<file path="config.mk">
export PLATFORM = sky130hd
export DESIGN_NAME = regfile_onehot
export DESIGN_NICKNAME = d
export VERILOG_FILES = /design/src/rtl/cpu_pkg.sv /design/src/rtl/onehot_decoder.sv /design/src/rtl/regfile_onehot.sv
export SDC_FILE = /design/constraint.sdc
export NUM_CORES = 2
export LEC_CHECK = 0
export ABC_AREA = 0
export BUFFER_PORTS_ARGS = -buffer_cell sky130_fd_sc_hd__buf_4
export CORE_MARGIN = 2
export CORE_UTILIZATION = 35
export DETAILED_ROUTE_END_ITERATION = 16
export HOLD_SLACK_MARGIN = 0.12
export PLACE_DENSITY = 0.53
export SYNTH_ARGS = -nofsm -noshare
export SYNTH_HDL_FRONTEND = slang
export SYNTH_SLANG_ARGS = --single-unit
export TNS_END_PERCENT = 10
</file>
<file path="constraint.sdc">
create_clock -name clk -period 5.1 [get_ports clk]
set_clock_uncertainty 0.15 [all_clocks]
set_input_delay 0.765 -clock clk [delete_from_list [all_inputs] [get_ports clk]]
set_output_delay 0.765 -clock clk [all_outputs]
set_load 0.1 [all_outputs]
</file>
<file path="src/rtl/cpu_pkg.sv">
// Shared datapath constants and types for the register file and its address decoder.
package cpu_pkg;
  localparam int REG_DATA_W   = 32;
  localparam int REG_ADDR_W   = 5;
  localparam int ZERO_REG_IDX = 0;

  typedef logic [REG_DATA_W-1:0] reg_data_t;
  typedef logic [REG_ADDR_W-1:0] reg_addr_t;
endpackage

</file>
<file path="src/rtl/onehot_decoder.sv">
// Enable-gated binary-to-one-hot decoder; output is all-zero when en is low.
module onehot_decoder #(
  parameter int ADDR_W = 5
) (
  input  logic                 en,
  input  logic [ADDR_W-1:0]    addr,
  output logic [2**ADDR_W-1:0] onehot
);
  localparam int DEPTH = 2**ADDR_W;

  always_comb begin
    onehot = '0;
    for (int i = 0; i < DEPTH; i++) begin
      onehot[i] = en && (addr == ADDR_W'(i));
    end
  end
endmodule

</file>
<file path="src/rtl/regfile_onehot.sv">
// 1W/2R register file with one-hot write steering, optional hardwired zero entry and write strobe.
// Define REGFILE_BYPASS_EN to forward same-cycle write data to the read ports.
module regfile_onehot
  import cpu_pkg::*;
#(
  parameter int DATA_W   = REG_DATA_W,
  parameter int ADDR_W   = REG_ADDR_W,
  parameter int ZERO_REG = 1
) (
  input  logic                 clk,
  input  logic                 rst,
  input  logic                 we,
  input  logic [ADDR_W-1:0]    waddr,
  input  logic [DATA_W-1:0]    wdata,
  input  logic [ADDR_W-1:0]    raddr1,
  input  logic [ADDR_W-1:0]    raddr2,
  output logic [DATA_W-1:0]    rdata1,
  output logic [DATA_W-1:0]    rdata2,
  output logic [2**ADDR_W-1:0] wr_onehot
);
  localparam int DEPTH = 2**ADDR_W;
  localparam logic [ADDR_W-1:0] ZIDX = ADDR_W'(ZERO_REG_IDX);

  logic [DATA_W-1:0] mem_q [DEPTH];
  logic [DATA_W-1:0] mem_d [DEPTH];
  logic [DEPTH-1:0]  wr_onehot_q, wr_onehot_d;
  logic [DEPTH-1:0]  wr_dec;
  logic              zero_wr, wen;

  // Writes to the hardwired zero entry are swallowed before decode, so they raise no strobe.
  assign zero_wr = (ZERO_REG != 0) && (waddr == ZIDX);
  assign wen     = we && !rst && !zero_wr;

  onehot_decoder #(.ADDR_W(ADDR_W)) u_wdec (
    .en     (wen),
    .addr   (waddr),
    .onehot (wr_dec)
  );

  always_comb begin
    mem_d       = mem_q;
    wr_onehot_d = wr_dec;
    for (int i = 0; i < DEPTH; i++) begin
      if (wr_dec[i]) mem_d[i] = wdata;
    end
  end

  always_ff @(posedge clk) begin
    if (rst) begin
      for (int i = 0; i < DEPTH; i++) mem_q[i] <= '0;
      wr_onehot_q <= '0;
    end else begin
      mem_q       <= mem_d;
      wr_onehot_q <= wr_onehot_d;
    end
  end

  assign wr_onehot = wr_onehot_q;

  always_comb begin
    rdata1 = mem_q[raddr1];
`ifdef REGFILE_BYPASS_EN
    if (wen && (raddr1 == waddr)) rdata1 = wdata;
`endif
    if ((ZERO_REG != 0) && (raddr1 == ZIDX)) rdata1 = '0;
  end

  always_comb begin
    rdata2 = mem_q[raddr2];
`ifdef REGFILE_BYPASS_EN
    if (wen && (raddr2 == waddr)) rdata2 = wdata;
`endif
    if ((ZERO_REG != 0) && (raddr2 == ZIDX)) rdata2 = '0;
  end
endmodule

</file>
==> out/metrics.yaml <==
run_status:
  status: "finished clean"
flow_run:
  cap_violations: 0
place:
  postPlaceCellArea_um2: 55500
  place_ws_ns: 0.316
  dp_hpwl_um: 133000
  portBuffers: 145
  gp_congestion: 0.896
  placed_cells: 7767
timing:
  finalCritPeriodShare_pct: 96.1
  hold_ws_ns: 0.304
  tns_ns: 0
  worst_pin_slew_ns: 1.33
  min_period_ns: 4.90
  fmax_mhz: 204
  hold_viol: 0
  slew_headroom_pct: 11.3
  rsz0062_at_grt: "false"
  setup_violations: 0
  setup_ws_ns: 0.197
  drv_slew: 0
hold_path:
  hp-start: "wdata[19]"
  hold-path-endpoint: "mem_q[659]"
  hold-path-cell-count: 3
  hold_path_class: "input pin to register"
worst_setup_path:
  r2r_cells: 2
  critPathBufInv: 4
  crit_path_start_kind: "input pin"
  critical-path-top-delay-family: "buffers and inverters"
  r2r-end: "mem_q[481]"
  critPathSlowestCell: "a311oi_1"
  cp_slowest_stage_delay_ns: 0.93
  required_ns: 4.18
  cp-end-kind: "output pin"
  path_class: "input pin to output pin"
  cpMostUsedCell: "buf_4"
  r2r_start: "mem_q[481]"
  path_cells: "buf_8 -> buf_4 -> mux2i_1 -> a221oi_1 -> o21ai_0 -> a311oi_1 -> buf_4 -> buf_4"
  crit_arrival_ns: 3.99
  r2r_slack_ns: 4.23
  cp_max_fo: 76
grt:
  use_met3_pct: 6.38
  grt_pass1_wl_um: 319000
  grt_max_degree: 175
  grtUsageMet2_pct: 43.2
  busiest_layer: "met2"
  first_global_vias: 44437
  overflow: 0
  grtUsageMet1_pct: 38.1
  antenna_found_initial: 6
  grt.total_usage_pct: 28.0
synth:
  ys_ff_latch: 1056
  syn-instance-count: 6043
  async_flop_share_pct: 0
  synth_area_per_cell_um2: 8.74
  synth_edf_count: 0
  syn-num-nets: 6093
  ys_seq_area_share_pct: 40.0
  synth_warnings: 0
  synth_ff_type: "dfxtp_1"
  syn_area_um2: 52800
  ys_types: 45
detailed_routing:
  drtAntennaViolNets: 0
  drc: 0
  firstDrtPassIters: 6
  routedWlPerCell_um: 27.8
  via_count: 47544
  routed_wl_um: 222000
  viasPerCell: 5.96
  drt-initial-drc-count: 5762
floorplan:
  die_h_um: 392
  die_area_um2: 154000
  io_pins: 146
  die_w_um: 392
  initial_core_util_pct: 35.3
  design.core.area_um2: 150000
  num_rows: 142
power:
  peakVddDrop_v: 0.000274
  power_mw: 19.0
  power_density_nw_per_um2: 319
  p_leak_nw: 20.1
clock_tree:
  cts_resized: 0
  clkLatencyLatePin_ns: 0.75
  cts_setup_buffers: 0
  holdBufCountCts: 0
  clk_path_buf_depth: 3
  h-tree-depth: 3
  clkTransAtPathRegs_ns: 0.07
  tritoncts: "done"
  numCtsBuffers: 115
  cts-root-buf: "clkbuf_16"
  cts_sinks: 1056
final_layout:
  multiInputGateArea_um2: 28900
  nFillCells: 14849
  instances_no_fill: 7980
  drive_gt1_share_pct: 16.6
  nets: 5918
  fin_area_um2: 59400
  utilization_pct: 39.7
  syn_to_final_growth_pct: 12.5
  seq_area_um2: 21100
[synthesized netlist by cell type, types with 2 or more instances]
cell type	number	area, um^2
a21oi_1	1024	5120
o221ai_1	64	561
mux4_1	51	1340
o21ai_0	41	205
nand4_1	35	219
mux2_2	64	721
buf_1	24	90.1
inv_1	13	48.8
buf_6	16	180
or3_1	5	31.3
nor2b_1	71	444
inv_2	20	75.1
or3b_1	2	17.5
o21ai_1	14	70.1
buf_2	164	821
a311oi_1	32	280
dfxtp_1	1056	21100
o2111ai_1	9	78.8
nand2_1	2067	7760
nand3_1	24	120
mux2i_1	320	3200
clkbuf_1	360	1350
a221oi_1	40	350
buf_4	55	413
nand2b_1	3	18.8
nor2_1	6	22.5
a221oi_2	15	225
and2_1	3	18.8
a22oi_1	64	480
a211oi_1	64	480
mux4_2	301	6780
buf_8	3	45.0
[where the power goes]
part	leakage, nW	switching [mW]	total (mW)	internal [mW]
combinational	9.65	1.39	1.87	0.479
clock	1.93	3.72	8.78	5.05
sequential	8.51	0.0253	8.31	8.28
total	20.1	5.14	19.0	13.8
[worst reg2reg max path: cells and delay by family, from the launching register on]
family / cells / cell delay (ns)
DFF: 1 / 0.37
AOI/OAI and AO/OA: 1 / 0.20
and+or+nand+nor: 1 / 0.07
[layout by cell type, fill, tap and decap left out, drive strengths merged, types with 55 or more instances in the layout]
| master | synthesis | routed |
|---|---|---|
| nand2 | 2067 | 2067 |
| dfxtp | 1056 | 1056 |
| a21oi | 1024 | 1024 |
| mux4 | 352 | 352 |
| buf | 262 | 330 |
| mux2i | 320 | 320 |
| clkbuf | 360 | 156 |
| nor2b | 71 | 71 |
| o221ai | 64 | 64 |
| a22oi | 64 | 64 |
| mux2 | 64 | 64 |
| a211oi | 64 | 64 |
| o21ai | 55 | 55 |
| a221oi | 55 | 55 |
[per-layer routing]
metal,up-vias,share of wire (%),wire length (um)
met4,6,3.5,7740
li1,20775,-,-
met5,-,0.014,32
met1,23709,41,91800
met3,491,10,23100
met2,2563,45,98900
[final cells by class]
type / instances / share of cell area [%]
clock buffer: 156 / 5.59
inverter: 33 / 0.213
sequential: 1056 / 35.6
antenna: 2 / 0.00842
tap: 2016 / 4.24
clock inverter: 55 / 0.981
timing repair buffer: 330 / 4.83
multi-input combinational: 4332 / 48.6
[sequential cells by signal, summed over array words and instances (netlist names)]
signal / flops
mem_q: 1024
wr_onehot: 32
[logic make-up (layout without fill, tap and decap cells)]
| group | after synthesis | after routing | share of synthesized area, % |
|---|---|---|---|
| DFF | 1056 | 1056 | 40.0 |
| AOI/OAI and AO/OA | 1367 | 1367 | 14.9 |
| buffers and inverters | 655 | 574 | 5.73 |
| and+or+nand+nor | 2228 | 2228 | 16.6 |
| other | 1 | 3 | 0.00710 |
| muxes | 736 | 736 | 22.8 |
[worst max-delay path by stage]
stage / from / to / slack (ns) / cells after the start
global route: raddr2[2] / rdata2[14] / 0.09 / 9
floorplan: raddr2[1] / rdata2[20] / -0.09 / 7
finish: raddr2[2] / rdata2[13] / 0.20 / 8
detailed placement: raddr2[2] / rdata2[14] / 0.32 / 9
CTS: raddr2[2] / rdata2[14] / 0.30 / 9
global placement: raddr2[2] / rdata2[14] / 0.30 / 9
Note: power is estimated with default switching activity, not from simulation.
